## config.mk

```make
export PLATFORM = sky130hd
export DESIGN_NAME = stg_if
export DESIGN_NICKNAME = d
export VERILOG_FILES = /design/src/rtl/stg_if.sv
export SDC_FILE = /design/constraint.sdc
export NUM_CORES = 1
export LEC_CHECK = 0
export ABC_AREA = 1
export CAP_MARGIN = 20
export CORE_ASPECT_RATIO = 1.1
export CORE_MARGIN = 2
export CORE_UTILIZATION = 50
export CTS_CLUSTER_SIZE = 24
export DETAILED_ROUTE_END_ITERATION = 12
export GPL_TIMING_DRIVEN = 1
export PLACE_DENSITY = 0.82
export SLEW_MARGIN = 40
export SYNTH_ARGS = -nofsm -noshare
export SYNTH_HDL_FRONTEND = slang
export SYNTH_SLANG_ARGS = --single-unit
```

## constraint.sdc

```tcl
create_clock -name iw_clk -period 12.1 [get_ports iw_clk]
set_input_delay 2.42 -clock iw_clk [delete_from_list [all_inputs] [get_ports iw_clk]]
set_output_delay 2.42 -clock iw_clk [all_outputs]
set_load 0.03 [all_outputs]
```

## src/rtl/stg_if.sv

```systemverilog
// rtl/stg_if.sv - instruction-fetch stage: credit-limited fetch issue, response FIFO, decode handoff
module stg_if #(
  parameter int ADDR_W = 24,
  parameter int DATA_W = 24,
  parameter int FIFO_DEPTH = 4,
  parameter logic [ADDR_W-1:0] RESET_PC = '0
) (
  input  logic              iw_clk,
  input  logic              iw_rst,
  input  logic              iw_flush,
  input  logic [ADDR_W-1:0] iw_flush_pc,
  input  logic              iw_stall,
  output logic              ow_imem_req,
  output logic [ADDR_W-1:0] ow_imem_addr,
  input  logic              iw_imem_gnt,
  input  logic              iw_imem_rvalid,
  input  logic [DATA_W-1:0] iw_imem_rdata,
  output logic [ADDR_W-1:0] ow_pc,
  output logic [DATA_W-1:0] ow_instr,
  output logic              ow_valid
);

  localparam int PW = $clog2(FIFO_DEPTH);
  localparam int CW = PW + 1;

  logic [ADDR_W-1:0] fetch_pc_q, fetch_pc_d;
  logic [ADDR_W-1:0] resp_pc_q, resp_pc_d;
  logic [CW-1:0]     outs_q, outs_d;
  logic [CW-1:0]     drop_q, drop_d;
  logic [CW-1:0]     cnt_q, cnt_d;
  logic [PW-1:0]     wr_ptr_q, wr_ptr_d;
  logic [PW-1:0]     rd_ptr_q, rd_ptr_d;
  logic [ADDR_W-1:0] pc_q, pc_d;
  logic [DATA_W-1:0] instr_q, instr_d;
  logic              valid_q, valid_d;

  logic [ADDR_W-1:0] pc_mem [FIFO_DEPTH];
  logic [DATA_W-1:0] instr_mem [FIFO_DEPTH];

  logic [CW:0] credit_used;
  logic        grant;
  logic        rsp;
  logic        push;
  logic        pop;

  // Credit covers both in-flight requests and buffered words, so a push can never overflow the FIFO.
  assign credit_used  = {1'b0, outs_q} + {1'b0, cnt_q};
  assign ow_imem_req  = !iw_rst && !iw_flush && (credit_used < (CW+1)'(FIFO_DEPTH));
  assign ow_imem_addr = fetch_pc_q;
  assign grant        = ow_imem_req && iw_imem_gnt;
  assign rsp          = iw_imem_rvalid && (outs_q != '0);
  assign push         = rsp && !iw_flush && (drop_q == '0);
  assign pop          = !iw_flush && !iw_stall && (cnt_q != '0);

  assign ow_pc    = pc_q;
  assign ow_instr = instr_q;
  assign ow_valid = valid_q;

  always_comb begin
    fetch_pc_d = fetch_pc_q;
    resp_pc_d  = resp_pc_q;
    outs_d     = outs_q;
    drop_d     = drop_q;
    cnt_d      = cnt_q;
    wr_ptr_d   = wr_ptr_q;
    rd_ptr_d   = rd_ptr_q;
    pc_d       = pc_q;
    instr_d    = instr_q;
    valid_d    = valid_q;

    if (iw_flush) begin
      // Every request still outstanding after this cycle belongs to the old stream.
      fetch_pc_d = iw_flush_pc;
      resp_pc_d  = iw_flush_pc;
      outs_d     = outs_q - CW'(rsp);
      drop_d     = outs_q - CW'(rsp);
      cnt_d      = '0;
      wr_ptr_d   = '0;
      rd_ptr_d   = '0;
      pc_d       = '0;
      instr_d    = '0;
      valid_d    = 1'b0;
    end else begin
      if (grant) fetch_pc_d = fetch_pc_q + ADDR_W'(1);
      outs_d = outs_q + CW'(grant) - CW'(rsp);
      if (rsp) begin
        if (drop_q != '0) drop_d = drop_q - CW'(1);
        else              resp_pc_d = resp_pc_q + ADDR_W'(1);
      end
      cnt_d = cnt_q + CW'(push) - CW'(pop);
      if (push) wr_ptr_d = wr_ptr_q + PW'(1);
      if (pop)  rd_ptr_d = rd_ptr_q + PW'(1);

      if (!iw_stall) begin
        if (cnt_q != '0) begin
          pc_d    = pc_mem[rd_ptr_q];
          instr_d = instr_mem[rd_ptr_q];
          valid_d = 1'b1;
        end else begin
          pc_d    = '0;
          instr_d = '0;
          valid_d = 1'b0;
        end
      end
    end
  end

  always_ff @(posedge iw_clk or posedge iw_rst) begin
    if (iw_rst) begin
      fetch_pc_q <= RESET_PC;
      resp_pc_q  <= RESET_PC;
      outs_q     <= '0;
      drop_q     <= '0;
      cnt_q      <= '0;
      wr_ptr_q   <= '0;
      rd_ptr_q   <= '0;
      pc_q       <= '0;
      instr_q    <= '0;
      valid_q    <= 1'b0;
    end else begin
      fetch_pc_q <= fetch_pc_d;
      resp_pc_q  <= resp_pc_d;
      outs_q     <= outs_d;
      drop_q     <= drop_d;
      cnt_q      <= cnt_d;
      wr_ptr_q   <= wr_ptr_d;
      rd_ptr_q   <= rd_ptr_d;
      pc_q       <= pc_d;
      instr_q    <= instr_d;
      valid_q    <= valid_d;
    end
  end

  always_ff @(posedge iw_clk) begin
    if (push) begin
      pc_mem[wr_ptr_q]    <= resp_pc_q;
      instr_mem[wr_ptr_q] <= iw_imem_rdata;
    end
  end

endmodule

```

==> results.cfg <==
[synth]
synth_top_area_cell = edfxtp_1
ys_ff_latch = 302
yosysSeqAreaShare_pct = 64.4
synthCells = 1285
synth_area_sq_um = 13200
yosys-top-cells-area = edfxtp_1 (44%), dfrtp_1 (21%), nand2_1 (7.7%)
ys_top_cells_by_count = nand2_1 (270), edfxtp_1 (192), nor2_1 (152), nand3_1 (138), o21ai_0 (111)
synth_edf_count = 192
ys_types = 39
ys.flop_type = edfxtp_1
synth.most_common_cell = nand2_1
syn-num-nets = 1357
synth_top_area_share_pct = 43.6
ys_warn_count = 0
syn_area_per_cell_sq_um = 10.3
synth-async-reset-ratio_pct = 36.4

[drt]
dr.max_layer_used = met4
first_pass_iters = 6
ant_nets = 0
via_per_inst = 5.56
wl_per_cell_microns = 17.4
drtIter0Drc = 840
dr_total_vias = 9812
wirelength_microns = 30800
drc_errors = 0
wl_met1_microns = 12400
routed-wl-met2_microns = 15500
wl_met3_microns = 2230

[sta]
hold_viol = 0
slew_violations = 0
worstMarginPinSlew_ns = 0.784
tns_ns = 0
period_needed_ns = 6.88
period_share_pct = 56.9
clock-skew-final_ns = 0.00986
max_slew_margin_pct = 47.7
rsz0062_at_grt = false
setup_violations = 0
fmaxAchievable_ghz = 0.145

[setup_path]
endpoint_kind = primary output
crit_arrival_ns = 4.46
required_ns = 9.68
path_max_fanout = 53
critPathLaunchType = input pin
crit_type = in2out

[floorplan]
io_pins = 128
die_h_microns = 175
fp-row-count = 62
start_util_pct = 50.8
core_sq_um = 26100
dieWidth_microns = 159
dieArea_sq_um = 27800

[placement]
dpl.cell_count = 1713
io_buffers = 127
hpwl_microns = 18100
place_congestion = 0.925

[global_routing]
grt_usage_pct = 22.2
grt_pass1_wl_microns = 49500
grt_max_degree = 100
grt_pass1_vias = 9862
grt_overflow_total = 0
antenna_found_initial = 0

[finish]
num_antenna_cells = 0
drive_above_1_share_pct = 6.79
fill_cells = 2072
multi_input_area_sq_um = 4160
regArea_sq_um = 8520
fin_util_pct = 60.5
nets = 1464
final_cells = 1766
area_delta_synth_final_pct = 19.3

[clocking]
cts_resized = 0
clockRootBuffer = clkbuf_16
clock_sinks = 302
path_clk_slew_ns = 0.06
cts.hold.buffers_added = 0
insertion_delay_ns = 0.54
cts_buffers = 29
post_cts_buffers = 0
cts_tree = yes
clockBufferDepth = 3
htree_num_levels = 1

[power_and_ir_drop]
vdd_ir_drop_max_mv = 0.119
p_leak_nw = 6.32
powerDensity_nw_per_um2 = 193

[run]
drv_cap = 0

[status]
status = completed

[hold_path]
hp-class = reg2reg
[power breakdown]
part           internal (W)  switching, W
clock network      0.000555      0.000374
logic              0.000271      0.000511
registers           0.00122      0.000114
[final timing paths]
check | from | to | slack [ns] | cells past startpoint
setup / recovery | iw_rst | ow_imem_req | 5.22 | 5
hold / removal | ow_instr[15]$_DFFE_PP0P_ | ow_instr[15]$_DFFE_PP0P_ | 0.51 | 2
setup reg to reg | outs_q[2]$_DFF_PP0_ | outs_q[2]$_DFF_PP0_ | 8.82 | 11
hold reg to reg | ow_instr[15]$_DFFE_PP0P_ | ow_instr[15]$_DFFE_PP0P_ | 0.51 | 2
max in group asynchronous | iw_rst | rd_ptr_q[0]$_DFFE_PP0P_ | 8.72 | 3
min in group asynchronous | iw_rst | ow_imem_addr[1]$_DFFE_PP0P_ | 2.33 | 2
[worst max-delay path, cell delays in order]
cell and delay (ns):
clkdlybuf4s50_1 0.44, inv_4 0.51, nand2_2 0.12, nor3_1 0.24, clkdlybuf4s50_1 0.72
[cell usage in the layout (no fill, tap or decap), drive strengths merged, types with 43 or more instances in the layout]
master / synthesis / routed
nand2: 276 / 276
edfxtp: 192 / 192
nor2: 164 / 164
nand3: 139 / 139
clkdlybuf4s50: 0 / 126
o21ai: 121 / 121
dfrtp: 110 / 110
inv: 76 / 76
o22ai: 48 / 48
clkbuf: 38 / 43
[metrics by stage]
stage	power (W)	setup slack (ns)	hold WS, ns	area (sq um)
floorplan	0.00186	4.06	0.470	13200
global placement	0.00209	5.21	0.485	14800
CTS	0.00305	5.16	0.511	15800
detailed placement	0.00213	5.16	0.494	14800
global route	0.00320	5.06	0.540	15800
finish	0.00305	5.22	0.507	15800
[sequential cells by signal, summed over array words and instances, names as in the netlist]
name / cells
instr_mem: 96
pc_mem: 96
ow_imem_addr: 24
ow_instr: 24
ow_pc: 24
resp_pc_q: 24
cnt_q: 3
drop_q: 3
outs_q: 3
rd_ptr_q: 2
wr_ptr_q: 2
ow_valid: 1
[metal layers]
layer | up-vias | track usage, %
met5 | - | 0
met3 | 52 | 3.13
met4 | 0 | 6.97
met2 | 425 | 39.6
met1 | 4713 | 28.1
li1 | 4622 | -
[layout make-up]
class | count | area share [%]
sequential | 302 | 54.0
multi-input combinational | 842 | 26.4
timing repair buffer | 139 | 8.67
clock buffer | 43 | 5.45
tap | 352 | 2.79
inverter | 78 | 1.90
clock inverter | 10 | 0.841
[kinds of logic (layout without fill, tap and decap cells)]
group	after synthesis	in the layout	synth area share, %
xor+xnor	16	16	1.06
flops	302	302	64.4
compound gates	203	203	8.39
buf+inv	141	270	4.46
simple gates	605	605	19.9
fa+ha+maj	18	18	1.82
Power figures use the tool's default switching activity.
